## src/rtl/life_step_engine.sv

```systemverilog
// life_step_engine
// Game-of-Life (B3/S23) next-state engine over a W x H toroidal grid.
// The grid is loaded one row per handshake. A start request then runs
// step_n generations, updating one row per clock.
//
// Ports:
//   clk        : clock, all state on rising edge
//   rst        : synchronous active-high reset
//   load_valid : load_row is valid
//   load_ready : a load row is accepted this cycle (not while running)
//   load_row   : row data, bit c = column c, rows delivered 0..H-1
//   start      : single-cycle run request (honoured in IDLE only)
//   step_n     : generations to run, sampled with start
//   busy       : high while generations are being computed
//   done       : one-cycle pulse when a run completes
//   gen        : generations computed since the last load
//   still      : last completed generation changed no cell
//   grid       : current grid, row r = grid[r*W +: W]
module life_step_engine #(
  parameter int W  = 8,
  parameter int H  = 8,
  parameter int GW = 16
) (
  input  logic            clk,
  input  logic            rst,
  input  logic            load_valid,
  output logic            load_ready,
  input  logic [W-1:0]    load_row,
  input  logic            start,
  input  logic [GW-1:0]   step_n,
  output logic            busy,
  output logic            done,
  output logic [GW-1:0]   gen,
  output logic            still,
  output logic [W*H-1:0]  grid
);

  localparam int IW = (H > 1) ? $clog2(H) : 1;
  localparam int CW = (W > 1) ? $clog2(W) : 1;
  localparam logic [IW-1:0] LAST_ROW = IW'(H - 1);

  typedef enum logic [1:0] {
    IDLE = 2'd0,
    LOAD = 2'd1,
    RUN  = 2'd2
  } state_t;

  // Next value of one row given the old rows above, at and below it.
  // Columns wrap around the torus edges.
  function automatic logic [W-1:0] life_row(input logic [W-1:0] above,
                                            input logic [W-1:0] cur,
                                            input logic [W-1:0] below);
    logic [3:0]    n;
    logic [CW-1:0] cl;
    logic [CW-1:0] cc;
    logic [CW-1:0] cr;
    life_row = '0;
    for (int c = 0; c < W; c++) begin
      cc = CW'(c);
      cl = (c == 0)     ? CW'(W - 1) : CW'(c - 1);
      cr = (c == W - 1) ? CW'(0)     : CW'(c + 1);
      n  = 4'(above[cl]) + 4'(above[cc]) + 4'(above[cr]) +
           4'(cur[cl])                   + 4'(cur[cr])   +
           4'(below[cl]) + 4'(below[cc]) + 4'(below[cr]);
      life_row[c] = (n == 4'd3) | (cur[c] & (n == 4'd2));
    end
  endfunction

  state_t          state_r;
  state_t          state_n;
  logic [W-1:0]    rows_r [H];
  logic [IW-1:0]   idx_r;
  logic [IW-1:0]   ptr_r;
  logic [GW-1:0]   remaining_r;
  logic [W-1:0]    prev_r;
  logic [W-1:0]    row0_r;
  logic            change_r;
  logic [GW-1:0]   gen_r;
  logic            still_r;
  logic            done_r;

  logic            load_fire_s;
  logic            start_fire_s;
  logic [IW-1:0]   nxt_ptr_s;
  logic [W-1:0]    old_row_s;
  logic [W-1:0]    below_s;
  logic [W-1:0]    new_row_s;
  logic            row_change_s;

  assign load_ready   = (state_r != RUN);
  assign load_fire_s  = load_valid & (state_r != RUN);
  // A load handshake in the same cycle wins over start.
  assign start_fire_s = start & (state_r == IDLE) & ~load_fire_s;

  // Row below the one being computed; the last row wraps to the saved
  // copy of old row 0, because row 0 in the bank is already overwritten.
  assign nxt_ptr_s    = (ptr_r == LAST_ROW) ? IW'(0) : ptr_r + IW'(1);
  assign old_row_s    = rows_r[ptr_r];
  assign below_s      = (ptr_r == LAST_ROW) ? row0_r : rows_r[nxt_ptr_s];
  assign new_row_s    = life_row(prev_r, old_row_s, below_s);
  assign row_change_s = |(old_row_s ^ new_row_s);

  assign busy  = (state_r == RUN);
  assign done  = done_r;
  assign gen   = gen_r;
  assign still = still_r;

  // Flatten the row bank onto the grid output.
  for (genvar r = 0; r < H; r++) begin : g_flat
    assign grid[r*W +: W] = rows_r[r];
  end

  // State register.
  always_ff @(posedge clk) begin
    if (rst) begin
      state_r <= IDLE;
    end else begin
      state_r <= state_n;
    end
  end

  // Next-state decode.
  always_comb begin
    state_n = state_r;
    case (state_r)
      IDLE: begin
        if (load_fire_s) begin
          state_n = (idx_r == LAST_ROW) ? IDLE : LOAD;
        end else if (start_fire_s && (step_n != '0)) begin
          state_n = RUN;
        end else begin
          state_n = IDLE;
        end
      end
      LOAD: begin
        if (load_fire_s && (idx_r == LAST_ROW)) begin
          state_n = IDLE;
        end else begin
          state_n = LOAD;
        end
      end
      RUN: begin
        if ((ptr_r == LAST_ROW) && (remaining_r == GW'(1))) begin
          state_n = IDLE;
        end else begin
          state_n = RUN;
        end
      end
      default: begin
        state_n = IDLE;
      end
    endcase
  end

  // Grid bank, load pointer, run bookkeeping and status outputs.
  always_ff @(posedge clk) begin
    if (rst) begin
      for (int r = 0; r < H; r++) begin
        rows_r[r] <= '0;
      end
      idx_r       <= '0;
      ptr_r       <= '0;
      remaining_r <= '0;
      prev_r      <= '0;
      row0_r      <= '0;
      change_r    <= 1'b0;
      gen_r       <= '0;
      still_r     <= 1'b0;
      done_r      <= 1'b0;
    end else begin
      done_r <= 1'b0;
      if (load_fire_s) begin
        rows_r[idx_r] <= load_row;
        idx_r         <= (idx_r == LAST_ROW) ? IW'(0) : idx_r + IW'(1);
        if (state_r == IDLE) begin
          gen_r   <= '0;
          still_r <= 1'b0;
        end
      end else if (start_fire_s) begin
        if (step_n == '0) begin
          done_r <= 1'b1;
        end else begin
          remaining_r <= step_n;
          ptr_r       <= '0;
          row0_r      <= rows_r[0];
          prev_r      <= rows_r[H-1];
          change_r    <= 1'b0;
        end
      end else if (state_r == RUN) begin
        rows_r[ptr_r] <= new_row_s;
        if (ptr_r == LAST_ROW) begin
          gen_r       <= gen_r + GW'(1);
          still_r     <= ~(change_r | row_change_s);
          change_r    <= 1'b0;
          remaining_r <= remaining_r - GW'(1);
          if (remaining_r == GW'(1)) begin
            done_r <= 1'b1;
          end else begin
            // Next generation: row 0 in the bank is the fresh one and the
            // new last row becomes the row above row 0.
            ptr_r  <= '0;
            row0_r <= rows_r[0];
            prev_r <= new_row_s;
          end
        end else begin
          change_r <= change_r | row_change_s;
          prev_r   <= old_row_s;
          ptr_r    <= ptr_r + IW'(1);
        end
      end
    end
  end

endmodule
```

## config.mk

```make
export PLATFORM = sky130hd
export DESIGN_NAME = life_step_engine
export DESIGN_NICKNAME = d
export VERILOG_FILES = /design/src/rtl/life_step_engine.sv
export SDC_FILE = /design/constraint.sdc
export NUM_CORES = 1
export LEC_CHECK = 0
export CAP_MARGIN = 20
export CORE_MARGIN = 2
export CORE_UTILIZATION = 60
export CTS_CLUSTER_SIZE = 16
export DETAILED_ROUTE_END_ITERATION = 16
export GPL_ROUTABILITY_DRIVEN = 0
export GPL_TIMING_DRIVEN = 0
export HOLD_SLACK_MARGIN = 0.12
export PLACE_DENSITY = 0.87
export RECOVER_POWER = 100
export SYNTH_ARGS = -nofsm -noshare
export SYNTH_HDL_FRONTEND = slang
export SYNTH_SLANG_ARGS = --single-unit
```

## constraint.sdc

```tcl
create_clock -name clk -period 13.6 [get_ports clk]
set_input_delay 2.72 -clock clk [delete_from_list [all_inputs] [get_ports clk]]
set_output_delay 2.72 -clock clk [all_outputs]
set_load 0.02 [all_outputs]
```

==> out/qor.csv, run 1 <==
metric,value,unit
Fin Setup TNS,0,ns
Worst Skew,0.0131,ns
P per Cell Area,137,nW/um^2
Setup Crit Path Kind,flop to flop,
grt met1 use,0.466,
Final Hold Slack,0.483,ns
Worst-path clk slew,0.06,ns
"top cells by area, synth","edfxtp_1, dfxtp_1, fa_1, nor2_1, mux4_2",
Mapped Area,8100,sq um
arrival time at the worst endpoint,6.89,ns
Worst setup EP type,flop,
"Distinct cells, synth",80,
minimum clock period,6.75,ns
failing checks,"max-capacitance violations, max-slew violations",
worst-margin pin slew,1.56,ns
DIE AREA,14400,sq um
Max Cap Violations,1,
slew margin rel.,-0.0539,
Filler cells,905,
post-route ant nets,0,
cts hold-fix bufs,0,
Skew-Pair Late Insertion Delay,0.43,ns
post-CTS sizing,0,
final core utilization,0.755,
cell count after synthesis,809,
worst min path class,flop to flop,
IO Port Bufs,111,
first-pass GRT wire length,38.3,mm
Routed WL per cell,21.7,microns
Mapped Avg Cell Area,10.0,sq um
maximum vdd ir drop,105,uV
post-synth top area cell,edfxtp_1,
final net count,1030,
Finished Cell Area,9960,sq um
gr usage total,0.349,
detailed placer's ending HPWL,18.3,mm
total global routing overflow,0,
DRT iter0 DRCs,891,
DRC viols,0,
antenna cell count,0,
number of synthesized flops with an enable pin,64,
largest net degree at the start of global routing,17,
GRT met3 Usage,0.0901,
Syn Nets,900,
leak pwr,0.00391,uW
layout cells sized above 1,0.0777,
Hold Fails Final Rpt,0,
Tcrit/Tclk final,0.496,
status,"complete, but fails checks",
drt pass-1 iters,6,
CTS HTree Levels,4,
CP required,13.74,ns
DIE WIDTH,120,microns
Synth Warn #,0,
core area,13200,sq um
Detailed Route WL,24.5,mm
CTS Root Cell,clkbuf_16,
via/cell ratio,6.53,
CTS tree,built,
RSZ-0062 raised after global routing,no,
Synth Flop Type,edfxtp_1,
asr flop ratio synth,0,
vias,7371,
Yosys top cell area share,0.237,
gr busiest metal,met2,
synthesis-to-finish area growth,23.0,%
DP Area,9430,sq um
clock tree buffer depth,2,
initial antenna violation count,0,
Initial Utilization,0.614,
M2 GR Usage,0.542,
post-CTS setup buffer count,0,
crit-path max FO,10,
vias in the first global route,7192,
"flops & latches, synth",126,
register area share after synthesis,0.391,
die height,120,microns
io pins,112,
Final setup viols,0,
fmax,148,MHz
Pins Over Slew Limit,11,
Clock Sinks,126,
Num CTS Buffers,17,
num rows,42,
startpoint type of the worst setup path,flop,
logic make-up (layout without fill, tap and decap cells):
| logic type | Yosys count | in the layout | synth area share |
|---|---|---|---|
| flip-flops | 126 | 126 | 0.391 |
| AO/OA/AOI/OAI | 156 | 156 | 0.136 |
| AND/OR/NAND/NOR | 307 | 307 | 0.181 |
| multiplexers | 67 | 67 | 0.114 |
| adder cells (fa/ha/maj) | 63 | 63 | 0.126 |
| XOR/XNOR | 11 | 11 | 0.0119 |
| buffers and inverters | 79 | 222 | 0.0402 |
worst max-delay path, cell delays in order, from the launching register on:
cell and delay (ns):
dfxtp_1 0.36, ha_1 0.29, clkbuf_1 0.49, clkbuf_1 0.74
mux4_2 0.60, mux2i_1 0.15, nor2_1 0.06, a21oi_1 0.58
fa_1 0.55, fa_1 0.49, inv_1 0.05, ha_1 0.19
fa_1 0.39, nand3b_1 0.10, o22ai_1 0.08, and2_0 0.19
o211ai_1 0.14, a21boi_0 0.86, nor2_1 0.11
through the flow:
step / setup slack (ns) / cells / power (uW)
5_1_grt: 6.41 / 1128 / 1430
3_3_place_gp: 7.83 / 1096 / 889
2_1_floorplan: 8.69 / 809 / 772
4_1_cts: 7.60 / 1128 / 1360
3_5_place_dp: 7.61 / 1096 / 909
6_report: 6.85 / 1128 / 1360
power breakdown:
group	switching [uW]	internal [uW]	leakage, uW	total (uW)
Clock	176	275	0.000269	451
Combinational	279	191	0.00247	471
Sequential	21.4	416	0.00117	438
cell type report:
type | instances | area [sq um] | share of cell area
inverter | 43 | 161 | 0.0162
sequential | 126 | 3160 | 0.318
buffer | 36 | 156 | 0.0157
timing repair buffer | 111 | 1110 | 0.112
clock inverter | 12 | 138 | 0.0138
tap | 176 | 220 | 0.0221
clock buffer | 20 | 447 | 0.0449
multi-input combinational | 604 | 4560 | 0.458
registers in the layout, summed over array words and instances (netlist names), named ones only:
name         count
change_r         1
done             1
gen             16
idx_r            3
prev_r           8
ptr_r            3
remaining_r     16
row0_r           8
rows_r          64
state_r          2
still            1
layout by cell type (no fill, tap or decap), types with 6 or more instances in the layout:
cell,n
a21oi_1,48
nand3_1,16
inv_1,43
mux2_2,8
mux4_2,19
a221oi_1,6
nand3b_1,10
fa_1,31
edfxtp_1,64
nand2_1,60
clkbuf_16,17
mux2i_1,36
clkdlybuf4s50_1,25
nor3_1,14
clkbuf_1,30
nand4_1,9
ha_1,32
nor2_1,135
o21ai_0,29
nand2b_1,16
dfxtp_1,62
dlygate4sd3_1,86
xor2_1,8
a22oi_1,8
or3_1,9
a211oi_1,9
a2bb2oi_1,6
cell usage after synthesis, drive strengths merged, types with 9 or more instances:
master	instances
nor2	136
edfxtp	64
dfxtp	62
nand2	60
a21oi	48
inv	43
mux2i	36
ha	32
fa	31
o21ai	29
clkbuf	19
mux4	19
buf	17
nand2b	16
nand3	16
nor3	14
mux2	12
and2	10
nand3b	10
a211oi	9
nand4	9
or3	9
final timing paths:
check	slack [ns]	endpoint	depth (start not counted)	from
worst max-delay path	6.85	rows_r[4][2]$_SDFFCE_PN0P_	18	ptr_r[1]$_SDFFE_PP0P_
worst min-delay path	0.48	remaining_r[1]$_SDFFE_PP0P_	2	remaining_r[1]$_SDFFE_PP0P_
worst max register to register	6.85	rows_r[4][2]$_SDFFCE_PN0P_	18	ptr_r[1]$_SDFFE_PP0P_
worst min register to register	0.48	remaining_r[1]$_SDFFE_PP0P_	2	remaining_r[1]$_SDFFE_PP0P_
per-layer routing:
layer  vias up  share of wire
met4         0          0.037
met1      3493           0.37
met2       573           0.46
met3        87           0.13
met5         -              0
li1       3218              -
(Power assumes the default switching activity.)
==> run 2: changes to the inputs <==
--- a/config.mk
+++ b/config.mk
@@ -7,13 +7,13 @@
 export LEC_CHECK = 0
 export CAP_MARGIN = 20
 export CORE_MARGIN = 2
-export CORE_UTILIZATION = 60
+export CORE_UTILIZATION = 51
 export CTS_CLUSTER_SIZE = 16
 export DETAILED_ROUTE_END_ITERATION = 16
 export GPL_ROUTABILITY_DRIVEN = 0
 export GPL_TIMING_DRIVEN = 0
 export HOLD_SLACK_MARGIN = 0.12
-export PLACE_DENSITY = 0.87
+export PLACE_DENSITY = 0.79
 export RECOVER_POWER = 100
 export SYNTH_ARGS = -nofsm -noshare
 export SYNTH_HDL_FRONTEND = slang
==> constraint.sdc (replaced) <==
create_clock -name clk -period 6.2 [get_ports clk]
set_input_delay 1.24 -clock clk [delete_from_list [all_inputs] [get_ports clk]]
set_output_delay 1.24 -clock clk [all_outputs]
set_load 0.02 [all_outputs]
==> run 2 against run 1 <==
  * Critical path type unchanged
  * The run ends with max-capacitance violations left
  * Register-to-register slack worse by 6.5 ns
  * Hold slack better by 0.0048 ns
  * Via count down 3.8%
  * Highest routed layer unchanged
  * Sequential share of layout area down 0.23 points
==> out/qor.csv, run 2 (same netlist as run 1, synthesis figures left out) <==
metric,value,unit,change
antenna cell count,0,,unchanged
vias in the first global route,6854,,-4.7%
Final setup viols,0,,unchanged
Reg power frac,0.318,,-0.004
worst min path class,flop to flop,,
HP Start,remaining_r[15]$_SDFFE_PP0P_,,
Filler cells,1253,,+38%
Initial Utilization,0.515,,-0.0986
vias,7093,,-3.8%
hold depth,2,,unchanged
largest net degree at the start of global routing,17,,unchanged
CP required,6.35,ns,-7.39 ns
Setup Crit Path Kind,flop to flop,,
DRC viols,0,,unchanged
DIE WIDTH,130,microns,+8.2%
Pins Over Slew Limit,0,,-11
fmax,172,MHz,+16%
max reg flops,64,,unchanged
layout cells sized above 1,0.0851,,+0.00735
WHS Endpoint,remaining_r[15]$_SDFFE_PP0P_,,
startpoint type of the worst setup path,flop,,
minimum clock period,5.81,ns,-0.945 ns
total global routing overflow,0,,unchanged
detailed placer's ending HPWL,18.3,mm,about the same
crit-path max FO,10,,unchanged
slew margin rel.,0.00965,,+0.0636
CTS HTree Levels,4,,unchanged
FF-to-FF Start,ptr_r[1]$_SDFFE_PP0P_,,
FF-to-FF path depth,18,,unchanged
Sw Ratio,0.367,,+0.0159
Worst setup EP type,flop,,
DIE AREA,16900,sq um,+17%
CTS tree,built,,
num rows,46,,+9.5%
Final Hold Slack,0.488,ns,+0.00484 ns
maximum vdd ir drop,227,uV,+120%
gr usage total,0.293,,-0.0559
most frequent cells in the layout,"nor2_1, dlygate4sd3_1, edfxtp_1",,
first-pass GRT wire length,37.3,mm,-2.5%
Hold Fails Final Rpt,0,,unchanged
IO Port Bufs,111,,unchanged
clock network power share,0.339,,+0.007
Routed WL per cell,20.5,microns,-5.6%
Worst-path clk slew,0.06,ns,about the same
"commonest non-fill, non-tap cell in the layout",nor2_1,,
leak pwr,0.00394,uW,+0.77%
failing checks,max-capacitance violations,,
final net count,1030,,unchanged
Worst Skew,0.0117,ns,-0.00131 ns
via/cell ratio,6.07,,-7.1%
drt pass-1 iters,5,,-1
post-CTS setup buffer count,0,,unchanged
Power Total,3010,uW,+120%
io pins,112,,unchanged
DRT iter0 DRCs,733,,-18%
Cell Int Power,1910,uW,+120%
Comb pwr share,0.343,,-0.003
Clock Sinks,126,,unchanged
synthesis-to-finish area growth,23.9,%,
RR Endpoint,rows_r[7][4]$_SDFFCE_PN0P_,,
Fin Setup TNS,0,ns,unchanged
"setup slack, reg-to-reg",0.39,ns,-6.46 ns
RSZ-0062 raised after global routing,no,,
Top reg by flops,rows_r,,
CTS Root Cell,clkbuf_16,,
Skew-Pair Late Insertion Delay,0.43,ns,about the same
P per Cell Area,300,nW/um^2,+120%
Num CTS Buffers,17,,unchanged
Tcrit/Tclk final,0.936,,+0.440
post-route ant nets,0,,unchanged
initial antenna violation count,0,,unchanged
Max Cap Violations,1,,unchanged
clock tree buffer depth,2,,unchanged
worst-margin pin slew,1.46,ns,-0.0940 ns
NetSw,1100,uW,+130%
die height,130,microns,+8.2%
Detailed Route WL,23.9,mm,-2.3%
status,"complete, but fails checks",,
core area,15700,sq um,+19%
arrival time at the worst endpoint,5.95,ns,-0.94 ns
-- run 2: worst max-delay path by stage --
| stage | start | endpoint | cells past startpoint |
|---|---|---|---|
| 4_1_cts | ptr_r[1]$_SDFFE_PP0P_ | rows_r[2][3]$_SDFFCE_PN0P_ | 18 |
| 2_1_floorplan | ptr_r[1]$_SDFFE_PP0P_ | rows_r[0][3]$_SDFFCE_PN0P_ | 18 |
| 6_report | ptr_r[1]$_SDFFE_PP0P_ | rows_r[7][4]$_SDFFCE_PN0P_ | 18 |
| 3_3_place_gp | ptr_r[1]$_SDFFE_PP0P_ | rows_r[4][3]$_SDFFCE_PN0P_ | 18 |
| 3_5_place_dp | ptr_r[1]$_SDFFE_PP0P_ | rows_r[2][3]$_SDFFCE_PN0P_ | 18 |
| 5_1_grt | ptr_r[1]$_SDFFE_PP0P_ | rows_r[2][4]$_SDFFCE_PN0P_ | 18 |
-- run 2: area by class of cell --
class                           count  area, sq um  share of cell area
Clock buffer                       17          425              0.0424
Sequential cell                   126         3160               0.315
Buffer                             36          159              0.0158
Inverter                           43          161              0.0161
Clock inverter                     15          168              0.0167
Tap cell                          216          270              0.0269
Timing Repair Buffer              111         1110               0.111
Multi-Input combinational cell    604         4570               0.456
-- run 2: worst max-delay path, cell delays in order (launching register included) --
cell and delay (ns):
dfxtp_1 0.36, ha_1 0.29, buf_2 0.27, buf_2 0.41, mux4_2 0.55, mux2i_1 0.21
nor2_1 0.07, a21oi_1 0.44, fa_1 0.54, fa_1 0.49, inv_1 0.04, ha_1 0.20
fa_1 0.38, and2_0 0.14, a21oi_1 0.17, nor2b_1 0.10, o211a_1 0.12, a21oi_1 0.64
nor2_1 0.09
-- run 2: timing repair --
action,4_1_cts,5_1_grt
gates resized for setup,0,3
hold buffers,0,0
setup endpoints to repair,0,18
-- run 2: power groups by stage --
stage	registers [uW]	logic (uW)	clock network [uW]
floorplan	985	708	0
global placement	974	990	0
detailed placement	975	1020	0
CTS	958	1030	1020
global route	962	1160	1060
finish	958	1030	1020
-- run 2: routing by layer --
metal | up-vias | share of wire | global-route usage
met5 | - | 0 | 0
met1 | 3380 | 0.41 | 0.403
met3 | 64 | 0.095 | 0.0627
li1 | 3212 | - | -
met2 | 437 | 0.47 | 0.465
met4 | 0 | 0.027 | 0.0993
-- run 2: stage by stage --
| step | instances | area, sq um | setup WS (ns) | utilization |
|---|---|---|---|---|
| 2_1_floorplan | 809 | 8100 | 1.29 | - |
| 3_3_place_gp | 1136 | 9480 | 0.267 | 0.603 |
| 3_5_place_dp | 1136 | 9480 | 0.230 | 0.603 |
| 4_1_cts | 1168 | 10100 | 0.208 | 0.641 |
| 5_1_grt | 1168 | 10000 | 0.00658 | 0.638 |
| 6_report | 1168 | 10000 | 0.395 | 0.638 |
